===== config.mk =====
export PLATFORM = sky130hd
export DESIGN_NAME = ecn_output_collector
export DESIGN_NICKNAME = d
export VERILOG_FILES = /design/src/rtl/ecn_output_collector_pkg.sv /design/src/rtl/ecn_output_collector_q_seen_table.sv /design/src/rtl/ecn_output_collector.sv
export SDC_FILE = /design/constraint.sdc
export NUM_CORES = 1
export LEC_CHECK = 0
export CAP_MARGIN = 20
export CORE_MARGIN = 3
export CORE_UTILIZATION = 56
export CTS_CLUSTER_SIZE = 40
export DETAILED_ROUTE_END_ITERATION = 6
export MAX_ROUTING_LAYER = met4
export PLACE_DENSITY = 0.75
export SLEW_MARGIN = 30
export SYNTH_ARGS = -nofsm -noshare
export SYNTH_HDL_FRONTEND = slang
export SYNTH_SLANG_ARGS = --single-unit

===== constraint.sdc =====
create_clock -name clk -period 4.2 [get_ports clk]
set_clock_uncertainty 0.1 [all_clocks]
set_input_delay 0.63 -clock clk [delete_from_list [all_inputs] [get_ports clk]]
set_output_delay 0.63 -clock clk [all_outputs]
set_load 0.01 [all_outputs]

===== src/rtl/ecn_output_collector_pkg.sv =====
// Shared widths, round size and FSM encoding for the ECN output collector.
package ecn_output_collector_pkg;

    localparam int unsigned DefCounterWidth = 4;
    localparam int unsigned DefLlrWidth     = 5;
    localparam int unsigned DefQWidth       = 6;
    localparam int unsigned NOut            = 2 ** (DefCounterWidth + 1);

    localparam logic [DefLlrWidth:0] MaxLlr = '1;

    typedef enum logic [1:0] {
        StClear,
        StCollect,
        StDrain,
        StRelease
    } state_e;

endpackage


===== src/rtl/ecn_output_collector_q_seen_table.sv =====
// One bit per GF symbol: combinational read of the current bit, set at the clock edge,
// whole table cleared in a single cycle.
module ecn_output_collector_q_seen_table #(
    parameter int unsigned Q_Width = 6
) (
    input  logic           clk,
    input  logic           rst_n,
    input  logic           clr,
    input  logic           set_en,
    input  logic [Q_Width:0] q,
    output logic           hit
);

    logic [2**(Q_Width+1)-1:0] seen;

    always_ff @(posedge clk or negedge rst_n) begin
        if (!rst_n) begin
            seen <= '0;
        end else if (clr) begin
            seen <= '0;
        end else if (set_en) begin
            seen[q] <= 1'b1;
        end
    end

    // Read-before-set: a symbol written this cycle is visible from the next cycle on.
    assign hit = seen[q];

endmodule


===== src/rtl/ecn_output_collector.sv =====
// Keeps the first (lowest-LLR) occurrence of each symbol from the sorted ECN stream and drains
// N_OUT unique entries downstream. Optional macro ECN_COLLECT_NORM_EN stores LLRs relative to the
// first stored LLR of the round.
module ecn_output_collector
    import ecn_output_collector_pkg::*;
#(
    parameter int unsigned Counter_Width = DefCounterWidth,
    parameter int unsigned LLR_Width     = DefLlrWidth,
    parameter int unsigned Q_Width       = DefQWidth
) (
    input  logic               clk,
    input  logic               force_reset_n,
    input  logic               in_valid,
    input  logic [LLR_Width:0] in_llr,
    input  logic [Q_Width:0]   in_q,
    output logic               receivable,
    output logic               full,
    output logic               out_valid,
    input  logic               out_ready,
    output logic [LLR_Width:0] out_llr,
    output logic [Q_Width:0]   out_q,
    output logic               out_last
);

    localparam int unsigned NumOut = 2 ** (Counter_Width + 1);
    localparam logic [Counter_Width+1:0] WrOne = 1;
    localparam logic [Counter_Width:0]   RdOne = 1;

    state_e                 state;
    logic [Counter_Width+1:0] wr_cnt;
    logic [Counter_Width:0]   rd_cnt;
    logic [Counter_Width:0]   rd_next;
    logic [Counter_Width:0]   wr_idx;
    logic                     seen_hit;
    logic                     accept;
    logic [LLR_Width:0]       wr_llr;

    logic [LLR_Width:0] llr_mem [NumOut];
    logic [Q_Width:0]   q_mem   [NumOut];

    assign wr_idx  = wr_cnt[Counter_Width:0];
    assign rd_next = rd_cnt + RdOne;
    assign accept  = (state == StCollect) && in_valid && !seen_hit;

    ecn_output_collector_q_seen_table #(
        .Q_Width (Q_Width)
    ) u_q_seen_table (
        .clk    (clk),
        .rst_n  (force_reset_n),
        .clr    (state == StClear),
        .set_en (accept),
        .q      (in_q),
        .hit    (seen_hit)
    );

`ifdef ECN_COLLECT_NORM_EN
    logic [LLR_Width:0] base;

    always_ff @(posedge clk or negedge force_reset_n) begin
        if (!force_reset_n) begin
            base <= '0;
        end else if (accept && (wr_cnt == '0)) begin
            base <= in_llr;
        end
    end

    // Sorted stream guarantees in_llr >= base, so the difference never wraps.
    assign wr_llr = (wr_cnt == '0) ? '0 : in_llr - base;
`else
    assign wr_llr = in_llr;
`endif

    always_ff @(posedge clk) begin
        if (accept) begin
            llr_mem[wr_idx] <= wr_llr;
            q_mem[wr_idx]   <= in_q;
        end
    end

    always_ff @(posedge clk or negedge force_reset_n) begin
        if (!force_reset_n) begin
            state      <= StClear;
            receivable <= 1'b0;
            full       <= 1'b0;
            out_valid  <= 1'b0;
            out_last   <= 1'b0;
            out_llr    <= '0;
            out_q      <= '0;
            wr_cnt     <= '0;
            rd_cnt     <= '0;
        end else begin
            unique case (state)
                StClear: begin
                    wr_cnt     <= '0;
                    rd_cnt     <= '0;
                    receivable <= 1'b1;
                    state      <= StCollect;
                end
                StCollect: begin
                    if (accept) begin
                        wr_cnt     <= wr_cnt + WrOne;
                        receivable <= 1'b0;
                        // Last slot written: present entry 0 on the same edge full rises.
                        if (&wr_idx) begin
                            full      <= 1'b1;
                            state     <= StDrain;
                            out_valid <= 1'b1;
                            out_llr   <= llr_mem[0];
                            out_q     <= q_mem[0];
                            out_last  <= 1'b0;
                            rd_cnt    <= '0;
                        end
                    end
                end
                StDrain: begin
                    if (out_valid && out_ready) begin
                        if (&rd_cnt) begin
                            out_valid <= 1'b0;
                            out_last  <= 1'b0;
                            state     <= StRelease;
                        end else begin
                            rd_cnt   <= rd_next;
                            out_llr  <= llr_mem[rd_next];
                            out_q    <= q_mem[rd_next];
                            out_last <= &rd_next;
                        end
                    end
                end
                StRelease: begin
                    // Hold full until upstream has visibly stopped emitting.
                    if (!in_valid) begin
                        full  <= 1'b0;
                        state <= StClear;
                    end
                end
                default: state <= StClear;
            endcase
        end
    end

endmodule

==> results of run 1 <==
worst max-delay path: stages:
cell and delay [ns]:
buf_4 0.50, buf_4 0.25, mux2i_1 0.19, nor3_1 0.06, or4_1 0.48, and4_4 0.17
a211oi_2 0.26, buf_4 0.20, nand2_4 0.08, inv_1 0.40, and3_1 0.31, buf_12 0.17
where the power goes:
| part | internal, mW | switching (mW) | total (mW) | leakage [nW] |
|---|---|---|---|---|
| Combinational | 1.38 | 1.69 | 3.06 | 2.71 |
| Sequential | 6.23 | 0.0989 | 6.33 | 5.88 |
| Clock | 2.61 | 2.10 | 4.72 | 0.834 |
| Total | 10.2 | 3.89 | 14.1 | 9.42 |
per-layer routing:
layer,wire length [um],vias up,global-route usage
li1,-,5844,-
met1,22700,7149,0.358
met2,28900,702,0.431
met3,4170,142,0.0440
met4,2150,0,0.0989
met5,0,-,-
kinds of logic after synthesis:
family / synth area share
adders and majority gates: 0.00623
and+or+nand+nor: 0.0407
DFF: 0.681
muxes: 0.156
xor gates and xnor gates: 0.00109
AOI/OAI and AO/OA: 0.0730
buffers and inverters: 0.0414
per-stage QoR:
stage | hold WS (ns) | total power [mW]
floorplan | 0.234 | 8.46
global placement | 0.370 | 9.39
detailed placement | 0.368 | 9.44
CTS | 0.0331 | 14.2
global route | 0.0529 | 14.6
finish | 0.0183 | 14.1
final timing paths:
| check | start | end | depth (start not counted) |
|---|---|---|---|
| worst max-delay path | in_q[0] | q_mem[20][1]$_DFFE_PP_ | 12 |
| max in group asynchronous | force_reset_n | u_q_seen_table.seen[102]$_DFFE_PN0P_ | 2 |
| worst min register to register | receivable$_DFFE_PN0P_ | receivable$_DFFE_PN0P_ | 2 |
| worst max register to register | rd_cnt[0]$_DFFE_PN0P_ | out_q[4]$_DFFE_PN0P_ | 8 |
| worst min-delay path | force_reset_n | u_q_seen_table.seen[90]$_DFFE_PN0P_ | 1 |
| min in group clk | receivable$_DFFE_PN0P_ | receivable$_DFFE_PN0P_ | 2 |
state kept, by name (all words and copies together) (netlist names):
signal               cells
q_mem                  224
llr_mem                192
u_q_seen_table.seen    128
out_q                    7
out_llr                  6
rd_cnt                   5
wr_cnt                   5
state                    2
full                     1
out_last                 1
out_valid                1
receivable               1
synth_stat cells, drive strengths merged, types with 3 or more instances:
| cell | number |
|---|---|
| and3 | 20 |
| nor4 | 3 |
| clkbuf | 56 |
| nand2 | 41 |
| o32ai | 128 |
| mux4 | 133 |
| nand3b | 4 |
| nor3b | 4 |
| and2 | 4 |
| o2bb2ai | 3 |
| ha | 12 |
| a221oi | 12 |
| o211ai | 3 |
| nand3 | 24 |
| o22ai | 5 |
| nor2 | 33 |
| nand2b | 10 |
| mux2i | 35 |
| dfrtp | 157 |
| mux2 | 34 |
| o21ai | 13 |
| edfxtp | 416 |
| nor3 | 11 |
| a211oi | 5 |
| a21oi | 29 |
| a22oi | 4 |
| nor2b | 18 |
| buf | 43 |
| inv | 146 |
final cells by class:
cell class                 count  area (um2)
antenna                        4        10.0
clock buffer                  69        1440
clock inverter                31         258
fill                        2827       14900
inverter                     146         548
multi-input combinational    625        6770
sequential                   573       16400
tap                          539         674
timing repair buffer         105        1210
==> impl_metrics.toml, run 1 <==
[status]
status = "complete, no violations"

[detailed_routing]
first_pass_iters = 5
viasPerCell = 6.61
wire_per_inst_um = 27.7
vias = 13800
drtIter0Drc = 1646
drc = 0
antenna_left = 0
routed_wl_um = 58000

[timing]
drv_slew = 0
tns_ns = 0
setup_ws_ns = 0.622
finalHoldViolations = 0
rsz0062_at_grt = "false"
fin_crit_sh = 0.852
worst_slew_pin_slew_ns = 1.01
period_minus_slack_ns = 3.58
max_slew_margin = 0.329
fmax_mhz = 279
setup_violations = 0

[finish]
mostFrequentLayoutCells = "edfxtp_1 (416), dfrtp_1 (156), inv_1 (146), mux4_2 (133), o32ai_1 (128)"
final_cells = 2092
area_delta_synth_final_pct = 13.4
finalInstanceArea_mm2 = 0.0273
nNetsFinal = 1534
final_common_cell = "edfxtp_1"
drive_above_1_share = 0.223
post-route-util = 0.647

[floorplan]
dieWidth_um = 213
rows = 75
fp.coreArea_mm2 = 0.0422
boundaryPins = 34
dieArea_mm2 = 0.0456
initial_utilization = 0.571
chipHeight_um = 213

[yosys]
yosysTopAreaCellShare = 0.518
synth_area_leaders = "edfxtp_1 (52%), dfrtp_1 (16%), mux4_2 (12%), o32ai_1 (4.7%), inv_1 (2.3%)"
synth_top_area_cell = "edfxtp_1"
synth.distinct_cells = 61
synthCells = 1443
synth-edff-count = 416
synth_flop_cell = "edfxtp_1"
async_flop_share = 0.274
syn_nets = 1472
ys_seq_area_frac = 0.681
ys_ff_latch = 573
synth_area_per_cell_um2 = 16.7
netlist_area_mm2 = 0.0241
yosysWarnings = 0

[cts]
clk_latency_ns = 0.62
postCtsSetupBuffers = 0
ctsLongestPathBuffers = 3
cts_resized = 0
cts_hold_buf = 0
cts.clk_slew.worst_paths_ns = 0.07
cts_inserted_buffers = 54
h-tree-depth = 2
cts.sinks = 573
cts_root_buf = "clkbuf_16"
cts_tree = "done"

[critical_path]
crit_required_ns = 4.39
end_kind = "flop"
cp_max_fo = 55
cp-start-kind = "input port"
reg2reg_slack_ns = 0.96
criticalPathCategory = "input port to flop"
worstPathArrival_ns = 3.77

[grt]
grt_max_degree = 98
grt_usage = 0.270
grt_pass1_vias = 14000
grt_pass1_wl_um = 88600
grt-ovfl-total = 0
antenna_found_initial = 2

[pwr]
ir_drop_mv = 0.369
p_per_area_mw_per_mm2 = 516
leakagePower_nw = 9.42

[min_path]
hold_path.class = "input port to asynchronous set/reset pin"

[placed_design]
placed_area_mm2 = 0.0256
io_buffers = 33
post-place-ws_ns = 0.0957
placed_cells = 1987
gp_congestion = 0.846
hpwlAfterDp_um = 33600

[job]
max_cap_violations = 0
Power figures use the tool's default switching activity.
==> inputs of run 2 (changes only) <==
- ABC_CLOCK_PERIOD_IN_PS: default -> 4200
==> results of run 2 <==
No change in the layout: final DEF, timing and power equal those of run 1.
